[src/rtl/wta_pkg.sv]
`default_nettype none
// wta_pkg: state encoding and bit-vector helpers shared by the k-winner-take-all block.
// Rev 1.0
package wta_pkg;

    localparam int WTA_MAX_W = 64;
    localparam int WTA_CNT_W = $clog2(WTA_MAX_W + 1);

    typedef enum logic [1:0] {
        IDLE      = 2'd0,
        ARMED     = 2'd1,
        SATURATED = 2'd2
    } wta_state_t;

    function automatic logic [WTA_MAX_W-1:0] lowest_n(
        input logic [WTA_MAX_W-1:0] vec,
        input logic [31:0]          n
    );
        logic [WTA_MAX_W-1:0] res;
        logic [31:0]          taken;
        res   = '0;
        taken = '0;
        for (int i = 0; i < WTA_MAX_W; i++) begin
            if (vec[i] && (taken < n)) begin
                res[i] = 1'b1;
                taken  = taken + 32'd1;
            end
        end
        return res;
    endfunction

    function automatic logic [WTA_CNT_W-1:0] popcount(input logic [WTA_MAX_W-1:0] vec);
        logic [WTA_CNT_W-1:0] cnt;
        cnt = '0;
        for (int i = 0; i < WTA_MAX_W; i++) begin
            cnt = cnt + WTA_CNT_W'(vec[i]);
        end
        return cnt;
    endfunction

endpackage
`default_nettype wire

[src/rtl/wta_pulse_gen.sv]
`default_nettype none
// wta_pulse_gen: per-channel stretcher, output high for PULSE_WIDTH cycles after fire.
// Rev 1.0
module wta_pulse_gen #(
    parameter int PULSE_WIDTH = 8
) (
    input  logic clk,
    input  logic rst,
    input  logic fire,
    input  logic clr,
    output logic pulse
);

    localparam int CW = $clog2(PULSE_WIDTH + 1);

    logic [CW-1:0] cnt_q;
    logic [CW-1:0] cnt_d;

    // Clear wins over fire so a gamma wrap truncates any pulse, including one starting now.
    always_comb begin
        cnt_d = cnt_q;
        if (clr) begin
            cnt_d = '0;
        end else if (fire) begin
            cnt_d = CW'(PULSE_WIDTH);
        end else if (cnt_q != '0) begin
            cnt_d = cnt_q - CW'(1);
        end
    end

    always_ff @(posedge clk or negedge rst) begin
        if (!rst) begin
            cnt_q <= '0;
        end else begin
            cnt_q <= cnt_d;
        end
    end

    assign pulse = (cnt_q != '0);

endmodule
`default_nettype wire

[src/rtl/wta_k_sync.sv]
`default_nettype none
// wta_k_sync: clocked k-winner-take-all over temporally coded spike lines per gamma cycle.
// Rev 1.0
module wta_k_sync
    import wta_pkg::*;
#(
    parameter int NUM_INPUTS        = 16,
    parameter int K                 = 1,
    parameter int GAMMA_CYCLE_WIDTH = 16,
    parameter int PULSE_WIDTH       = 8,
    parameter int LEVEL_MODE        = 0
) (
    input  logic                         clk,
    input  logic                         rst,
    input  logic                         enable,
    input  logic [GAMMA_CYCLE_WIDTH-1:0] gamma_len,
    input  logic [NUM_INPUTS-1:0]        input_spikes,
    output logic [NUM_INPUTS-1:0]        output_spikes,
    output logic [NUM_INPUTS-1:0]        winner_mask,
    output logic [$clog2(K+1)-1:0]       win_count,
    output logic [GAMMA_CYCLE_WIDTH-1:0] first_time,
    output logic                         gamma_start
);

    localparam int GW  = GAMMA_CYCLE_WIDTH;
    localparam int WCW = $clog2(K + 1);

    wta_state_t            state_q, state_d;
    logic [GW-1:0]         cnt_q, cnt_d;
    logic [GW-1:0]         len_q, len_d;
    logic [NUM_INPUTS-1:0] prev_q;
    logic [NUM_INPUTS-1:0] mask_q, mask_d;
    logic [WCW-1:0]        count_q, count_d;
    logic [GW-1:0]         first_q, first_d;
    logic                  start_q, start_d;

    logic [NUM_INPUTS-1:0] w_cand;
    logic [NUM_INPUTS-1:0] w_elig;
    logic [NUM_INPUTS-1:0] w_admit;
    logic [NUM_INPUTS-1:0] w_fire;
    logic [31:0]           w_slots;
    logic                  w_wrap;
    logic                  w_clr;

    assign w_cand  = (LEVEL_MODE != 0) ? input_spikes : (input_spikes & ~prev_q);
    assign w_elig  = w_cand & ~mask_q;
    assign w_slots = 32'(K) - 32'(count_q);
    assign w_admit = (state_q == ARMED) ? NUM_INPUTS'(lowest_n(WTA_MAX_W'(w_elig), w_slots)) : '0;
    assign w_wrap  = (state_q != IDLE) && (cnt_q == (len_q - GW'(1)));

    always_comb begin
        state_d = state_q;
        cnt_d   = cnt_q;
        len_d   = len_q;
        mask_d  = mask_q;
        count_d = count_q;
        first_d = first_q;
        start_d = 1'b0;
        w_fire  = '0;
        w_clr   = 1'b0;

        case (state_q)
            IDLE: begin
                cnt_d   = '0;
                mask_d  = '0;
                count_d = '0;
                first_d = '0;
                w_clr   = 1'b1;
                if (enable && (gamma_len != '0)) begin
                    state_d = ARMED;
                    len_d   = gamma_len;
                    start_d = 1'b1;
                end
            end
            ARMED, SATURATED: begin
                cnt_d = cnt_q + GW'(1);
                if (w_admit != '0) begin
                    w_fire  = w_admit;
                    mask_d  = mask_q | w_admit;
                    count_d = count_q + WCW'(popcount(WTA_MAX_W'(w_admit)));
                    if (count_q == '0) begin
                        first_d = cnt_q;
                    end
                    if (count_d == WCW'(K)) begin
                        state_d = SATURATED;
                    end
                end
                // A win in the wrap cycle belongs to the ending cycle and is wiped with it.
                if (w_wrap) begin
                    cnt_d   = '0;
                    mask_d  = '0;
                    count_d = '0;
                    first_d = '0;
                    w_fire  = '0;
                    w_clr   = 1'b1;
                    len_d   = gamma_len;
                    if (gamma_len != '0) begin
                        state_d = ARMED;
                        start_d = 1'b1;
                    end else begin
                        state_d = IDLE;
                    end
                end
            end
            default: begin
                state_d = IDLE;
            end
        endcase

        if (!enable) begin
            state_d = IDLE;
            cnt_d   = '0;
            mask_d  = '0;
            count_d = '0;
            first_d = '0;
            start_d = 1'b0;
            w_fire  = '0;
            w_clr   = 1'b1;
        end
    end

    always_ff @(posedge clk or negedge rst) begin
        if (!rst) begin
            state_q <= IDLE;
            cnt_q   <= '0;
            len_q   <= '0;
            prev_q  <= '0;
            mask_q  <= '0;
            count_q <= '0;
            first_q <= '0;
            start_q <= 1'b0;
        end else begin
            state_q <= state_d;
            cnt_q   <= cnt_d;
            len_q   <= len_d;
            prev_q  <= input_spikes;
            mask_q  <= mask_d;
            count_q <= count_d;
            first_q <= first_d;
            start_q <= start_d;
        end
    end

    for (genvar g = 0; g < NUM_INPUTS; g++) begin : g_pulse
        wta_pulse_gen #(
            .PULSE_WIDTH(PULSE_WIDTH)
        ) u_pulse (
            .clk   (clk),
            .rst   (rst),
            .fire  (w_fire[g]),
            .clr   (w_clr),
            .pulse (output_spikes[g])
        );
    end

    assign winner_mask = mask_q;
    assign win_count   = count_q;
    assign first_time  = first_q;
    assign gamma_start = start_q;

endmodule
`default_nettype wire

[config.mk]
export PLATFORM = sky130hd
export DESIGN_NAME = wta_k_sync
export DESIGN_NICKNAME = d
export VERILOG_FILES = /design/src/rtl/wta_pkg.sv /design/src/rtl/wta_pulse_gen.sv /design/src/rtl/wta_k_sync.sv
export SDC_FILE = /design/constraint.sdc
export NUM_CORES = 1
export LEC_CHECK = 0
export ABC_AREA = 1
export BUFFER_PORTS_ARGS = -buffer_cell sky130_fd_sc_hd__buf_2
export CAP_MARGIN = 10
export CORE_MARGIN = 3
export CORE_UTILIZATION = 35
export CTS_CLUSTER_DIAMETER = 120
export CTS_CLUSTER_SIZE = 25
export DETAILED_ROUTE_END_ITERATION = 7
export SETUP_SLACK_MARGIN = 0.1
export SLEW_MARGIN = 20
export SYNTH_ARGS = -nofsm -noshare
export SYNTH_HDL_FRONTEND = slang
export SYNTH_SLANG_ARGS = --single-unit
[constraint.sdc]
create_clock -name clk -period 7.7 [get_ports clk]
set_clock_uncertainty 0.1 [all_clocks]
set_input_delay 1.54 -clock clk [delete_from_list [all_inputs] [get_ports clk]]
set_output_delay 1.54 -clock clk [all_outputs]
set_load 0.05 [all_outputs]
---- Word level (Yosys, flattened, before mapping) ----
Cells that the tools add are included.
storage, ports and cells
  flip-flop bits (word level) ............. 148
  latch bits .............................. 0
  RAM bits ................................ 0
  bits in read-only memories .............. 0
  input bits .............................. 35
  output and inout bits ................... 50
  word-level logic and storage cells ...... 282
  memories ................................ 0
operators by class
  add/subtract/negate cells ............... 49
  $mul .................................... 0
  divide/modulo/power cells ............... 0
  $lt $le $gt $ge ......................... 16
  eq/ne operators ......................... 10
  shifts and indexed selects .............. 0
  multiplexer cells ....................... 118
  bitwise operators ....................... 5
  reductions and logical operators ........ 60
operators with widths
  kind                     number
  $lt A32 B32 Y1           15
  $add A32 B1 Y32 const B  14
  $mux W32                 14
  $mux W16                 16
  $mux W4                  48
  $pmux W16 S2             4
  $reduce_bool A4 Y1       16
  $sub A4 B1 Y4 const B    16
  $reduce_bool A3 Y1       16
  $and A16 B16 Y16         2
  $lt A1 B32 Y1 const A    1
  $not A16 Y16             2
  $reduce_bool A16 Y1      2
  $mux W1                  27
  $logic_and A1 B1 Y1      18
  $add A1 B1 Y1            16
  $add A16 B1 Y16 const B  1
  $eq A16 B16 Y1           1
  $or A16 B16 Y16          1
  $sub A16 B1 Y16 const B  1
  $ne A4 B4 Y1 const B     3
  $mux W2                  5
  $reduce_and A3 Y1        3
  $pmux W1 S2              3
  other kinds (11)         13

---- Longest topological paths before layout ----
  depth in word-level cells ............... 72
  mapped depth ............................ 58
  mapped depth without buffers ............ 58

---- Cells and area by module ----
From an unflattened synthesis, not the netlist that was laid out.
unflattened totals
  cells, all modules ...................... 1107
  area, all modules ....................... 8928.6 um^2
by module, submodules not included
  module         times used  cells each  area an instance (um^2)  sequential area each (um^2)
  wta_k_sync     1           627         5104.9                   2102.0
  wta_pulse_gen  16          30          239.0                    100.1

---- Worst setup path before layout ----
Ideal clock, no wire load.
  kind .................................... input-to-reg
  from .................................... in input_spikes[0]
  to ...................................... reg mask_q[8] (netlist: winner_mask[8])
  library setup time ...................... 119 ps
  arrival time ............................ 8586 ps
  required time ........................... 7481 ps
  path slack .............................. -1105 ps
  cell stages on the path ................. 54
  path buffers ............................ 1
  cells stage by stage .................... nand2_1 -> nor2_1 -> inv_1 -> nand2_1 -> inv_1 -> nand3_1 -> inv_1 -> ha_1 -> nor2_4 -> nand2_2 -> nor2_4 -> nand2_2 -> nand2_1 -> ha_1 -> nand3_1 -> nand2_2 -> ha_1 -> inv_1 -> (+18 left out) -> ha_1 -> nand4_2 -> nand2_2 -> ha_1 -> a31oi_4 -> inv_1 -> ha_1 -> nand4_1 -> nand4_2 -> nor2_1 -> nand2_1 -> nand3b_4 -> nor2_4 -> nor2_8 -> inv_6 -> buf_8 -> nor2_2 -> o21a_1
on the way
  word-level cells in the longest chain between the ends .. 53
  elaborated cells on any way between the ends .. 87
  those cells by class .................... 14 x add/sub; 15 x order compare; 1 x eq/ne; 36 x mux; 3 x bitwise; 18 x reduce/logical
RTL lines
  element                      RTL line           RTL
  start: declaration           wta_k_sync.sv:17   input logic [NUM_INPUTS-1:0] input_spikes,
  $and A16 B16 Y16 (*)         wta_k_sync.sv:45   assign w_cand = (LEVEL_MODE != 0) ? input_spikes : (input_spikes & ~prev_q);
  $and A16 B16 Y16 (*)         wta_k_sync.sv:46   assign w_elig = w_cand & ~mask_q;
  $logic_and A1 B1 Y1 (*)      wta_pkg.sv:24      if (vec[i] && (taken < n)) begin
  $mux W1                      wta_pkg.sv:24
  $lt A32 B32 Y1               wta_pkg.sv:24
  $logic_and A1 B1 Y1          wta_pkg.sv:24
  $mux W32                     wta_pkg.sv:24
  $lt A32 B32 Y1               wta_pkg.sv:24
  (+37 left out)               -
  $mux W32                     wta_pkg.sv:24
  $lt A32 B32 Y1               wta_pkg.sv:24
  $logic_and A1 B1 Y1          wta_pkg.sv:24
  $mux W1                      wta_pkg.sv:24
  $mux W16 (*)                 wta_k_sync.sv:48   assign w_admit = (state_q == ARMED) ? NUM_INPUTS'(lowest_n(WTA_MAX_W'(w_elig), w_slots)) : '0;
  $reduce_bool A16 Y1          wta_k_sync.sv:77   if (w_admit != '0) begin
  $ne A4 B4 Y1 (no line)       -
  $reduce_and A2 Y1 (no line)  -
  end signal: assignment       wta_k_sync.sv:137  mask_q <= mask_d;
  end: declaration             wta_k_sync.sv:32   logic [NUM_INPUTS-1:0] mask_q, mask_d;
Every way passes the cells marked *; elsewhere a longest branch is shown, timed or not. The select of a mux whose other input is x is not followed.
A chain may end at the register's enable or synchronous reset.

---- Worst setup path after layout ----
  from .................................... in input_spikes[0]
  to ...................................... reg state_q[0]
on the way
  word-level cells in the longest chain between the ends .. 54
  elaborated cells on any way between the ends .. 99
  those cells by class .................... 30 x add/sub; 15 x order compare; 2 x eq/ne; 32 x mux; 2 x bitwise; 18 x reduce/logical
RTL lines
  element                          RTL line           RTL
  $and A16 B16 Y16 (*)             wta_k_sync.sv:45
  $and A16 B16 Y16 (*)             wta_k_sync.sv:46
  $logic_and A1 B1 Y1 (*)          wta_pkg.sv:24
  $mux W1                          wta_pkg.sv:24
  $lt A32 B32 Y1                   wta_pkg.sv:24
  $logic_and A1 B1 Y1              wta_pkg.sv:24
  $mux W32                         wta_pkg.sv:24
  $lt A32 B32 Y1                   wta_pkg.sv:24
  (+38 left out)                   -
  $lt A32 B32 Y1                   wta_pkg.sv:24
  $logic_and A1 B1 Y1              wta_pkg.sv:24
  $mux W1                          wta_pkg.sv:24
  $mux W16 (*)                     wta_k_sync.sv:48
  $add A1 B1 Y1                    wta_pkg.sv:36      cnt = cnt + WTA_CNT_W'(vec[i]);
  $add A1 B1 Y1                    wta_k_sync.sv:80   count_d = count_q + WCW'(popcount(WTA_MAX_W'(w_admit)));
  $ne A4 B4 Y1 (no line)           -
  $reduce_and A3 Y1 (no line) (*)  -
  end signal: assignment           wta_k_sync.sv:133  state_q <= state_d;
  end: declaration                 wta_k_sync.sv:28   wta_state_t state_q, state_d;
Every way passes the cells marked *; elsewhere a longest branch is shown, timed or not.

==> flow_metrics.tcl <==
set metrics [dict create \
    outcome "finished, violations left" \
    violations "setup timing" \
    cp_max_fo 3 \
    path_delay_family "buffers and inverters" \
    arrival_ns 7.94 \
    dr_total_vias 7764 \
    synth_enable_flop_cells 0 \
    clock_sinks 148 \
    synthFlopType "dfrtp_1" \
    slew_viol_final 0 \
    drtAntennaViolNets 0 \
    avgSynthCellArea_sq_um 8.148 \
    multi_input_area_sq_um 4631 \
    ys_seq_area_share_pct 42.24 \
    p_total_mw 3.762 \
    cts_hold_buf 0 \
    area_delta_synth_final_pct 30.17 \
    clock_path_buffers 2 \
    finalCritPeriodShare_pct 100.2 \
    synthDominantCellAreaShare_pct 42.24 \
    finalNetCount 1334 \
    maxSlewHeadroom_pct 39.23 \
    tightest_slew_ns 0.9115 \
    drt_wl_total_microns 23270 \
    synthDistinctLibCells 54 \
    n_fill_cell 2287 \
    hold_depth 2 \
    synthCells 1076 \
    p_leak_nw 5.585 \
    final-seq-area_sq_um 3704 \
    critPathLaunchType "input pin" \
    max_stage_delay_ns 0.21 \
    clkLatencyLatePin_ns 0.44 \
    drt_iter0_markers 418 \
    p_per_area_nw_per_um2 329.6 \
    cts_buffers 17 \
    max_freq_mhz 129.7 \
    globalplace.congestion 0.8428 \
    ys_warn_count 0 \
    track_usage_pct 17.66 \
    ir_worst_vdd_v 0.0001928 \
    reg2reg_from "winner_mask[0]$_DFFE_PN0P_" \
    tns_ns -0.02406 \
    setup_viol 2 \
    crit_required_ns 7.92 \
    synth.area.top_cells "dfrtp_1 42%, nand2_1 7.6%, inv_1 7.0%" \
    grt.overflow.total 0 \
    ios 85 \
    vias_per_cell 4.843 \
    async_flop_share_pct 100.0 \
    rr_endpoint "first_time[6]$_DFFE_PN0P_" \
    grt_pass1_vias 7787 \
    holdCritStartpoint "first_time[14]$_DFFE_PN0P_" \
    yosysTopAreaCell "dfrtp_1" \
    crit_path_top_delay_cell "xor2_1" \
    cp_common_cell "buf_4" \
    ys_ff_latch 148 \
    drive_above_1_share_pct 30.99 \
    grt_max_degree 83 \
    synth_nets 1145 \
    route.detailed.drc 0 \
    end_kind "flip-flop" \
    die-area_sq_um 26980 \
    cap_violations 0 \
    period_needed_ns 7.713 \
    drt_first_pass_iters 5 \
    r2r_slack_ns 0.69 \
    whs_endpoint "first_time[14]$_DFFE_PN0P_" \
    rsz0062_at_grt "yes" \
    wl_per_cell_microns 14.52 \
    grt_pass1_wl_microns 37850 \
    io_buffers 84 \
    path_buf_inv 41 \
    rows 57 \
    path_clk_slew_ns 0.07 \
    core-area_sq_um 24460 \
    die_x_microns 164.3 \
    hold_violations 0 \
    cts_tree "done" \
    antenna_found_initial 1 \
    hpwl_microns 16240 \
    syn-cell-area_sq_um 8767 \
    fin_ws_ns -0.01303 \
    crit_type "in2reg" \
    h-tree-depth 4 \
    die_h_microns 164.3 \
    rr_worst_depth 56 \
    clk_root_buffer_cell "clkbuf_16" \
    hold_path_class "reg2reg" \
    initial_core_util_pct 35.84 \
]
[worst reg2reg max path: cells and delay by family (launching register included)]
kind / cells / cell delay [ns]
simple gates: 27 / 2.45
fa+ha+maj: 9 / 2.13
buf+inv: 16 / 1.33
compound gates: 4 / 0.46
flops: 1 / 0.41
[registers in the layout (all words and copies together) (netlist names)]
name                   flops
len_q                     16
winner_mask               16
g_pulse.u_pulse.cnt_q     64
state_q                    2
first_time                16
cnt_q                     16
gamma_start                1
win_count                  1
prev_q                    16
[synthesized netlist by cell type, types with 2 or more instances]
| master | count |
|---|---|
| nand2_1 | 177 |
| inv_1 | 163 |
| dfrtp_1 | 148 |
| nor2_1 | 103 |
| nand3_1 | 78 |
| a21oi_1 | 41 |
| xor2_1 | 36 |
| ha_1 | 34 |
| nand4_1 | 28 |
| nor3_1 | 25 |
| o21ai_0 | 25 |
| a211oi_1 | 20 |
| buf_4 | 17 |
| or2_2 | 16 |
| nand2_2 | 15 |
| o21ai_1 | 14 |
| clkbuf_1 | 13 |
| xnor2_1 | 12 |
| inv_2 | 9 |
| nor4_1 | 8 |
| o21a_1 | 8 |
| o22ai_1 | 8 |
| a31oi_1 | 7 |
| nor2_2 | 7 |
| nor2_4 | 7 |
| nand2_4 | 6 |
| nand3_2 | 6 |
| and3_1 | 4 |
| nor3b_1 | 4 |
| clkinv_1 | 3 |
| nand4_2 | 3 |
| a21oi_4 | 2 |
| a31oi_4 | 2 |
| buf_2 | 2 |
| nor2_8 | 2 |
| nor3_2 | 2 |
| o41ai_1 | 2 |
| or3b_2 | 2 |
| or4_1 | 2 |
[layout make-up]
type                    count  area share [%]
diodes                      1         0.02193
clock buffers              17           3.728
clock inverters            15           1.370
inverters                 176           5.898
multi-input cells         718           40.58
flip-flops and latches    148           32.45
well taps                 324           3.552
repair buffers            203           12.30
repair inverters            1         0.09867
[cells in the final DEF, fill, tap and decap left out, types with 16 or more instances in the layout]
master,n
nand2_4,17
or2_2,16
ha_1,24
a211oi_1,20
nand4_1,28
xor2_1,36
nand3_1,72
nand2_2,36
clkbuf_16,18
nand2_1,145
nor2_1,98
dfrtp_1,148
o21ai_0,23
buf_2,82
buf_4,111
nor3_1,25
inv_1,156
a21oi_1,38
[worst max path at each step]
stage                            endpoint  cells after the start             from
6_report           state_q[0]$_DFFE_PN0P_                     60  input_spikes[0]
5_1_grt            state_q[0]$_DFFE_PN0P_                     58  input_spikes[0]
4_1_cts            state_q[1]$_DFFE_PN0P_                     57  input_spikes[0]
3_5_place_dp       state_q[1]$_DFFE_PN0P_                     57  input_spikes[0]
3_3_place_gp    first_time[5]$_DFFE_PN0P_                     54  input_spikes[0]
2_1_floorplan  winner_mask[7]$_DFFE_PN0P_                     54  input_spikes[0]
[power breakdown]
part / leakage (nW) / internal (mW) / total [mW] / switching (mW)
clock network: 0.281 / 0.435 / 0.831 / 0.396
registers: 1.99 / 0.897 / 0.995 / 0.0977
logic: 3.32 / 0.738 / 1.94 / 1.20
[through the flow]
stage                     instance area, sq um  utilization (%)  hold WS [ns]  instances  setup slack (ns)
final                                    11410            46.65        0.3919       1603          -0.01303
after global routing                     11410            46.65        0.4205       1603           -0.3004
after CTS                                11050            45.19        0.4032       1594            0.1206
after detailed placement                 10050            41.07        0.3857       1517           -0.6116
after global placement                   10050            41.07        0.3679       1517           -0.4470
after floorplan                           8902                -        0.3666       1076           -0.6496
[routing by layer]
metal  track usage [%]  vias to the layer above  part of all wire (%)  wire length, microns
li1                  -                     3875                     -                     -
met3             3.102                       44                   4.0                   934
met1             22.15                     3694                    45                 10400
met4             6.844                        0                   2.9                   677
met5                 0                        -                     0                     0
met2             30.20                      151                    48                 11260
[logic make-up after synthesis]
kind of cell	after synthesis	share of synthesized area, %
flip-flops	148	42.24
adder cells (fa/ha/maj)	34	4.852
AO/OA/AOI/OAI	136	9.833
XOR/XNOR	48	4.795
AND/OR/NAND/NOR	499	28.20
multiplexers	1	0.1284
buffers and inverters	210	9.947
[timing repair]
item / 4_1_cts / 5_1_grt
setup endpoints to repair: 39 / 41
resized for setup: 18 / 74
cloned: 0 / 2
pin swaps: 42 / 51
buffers inserted: 45 / 7
No activity file was read; power rests on OpenSTA's default activity.
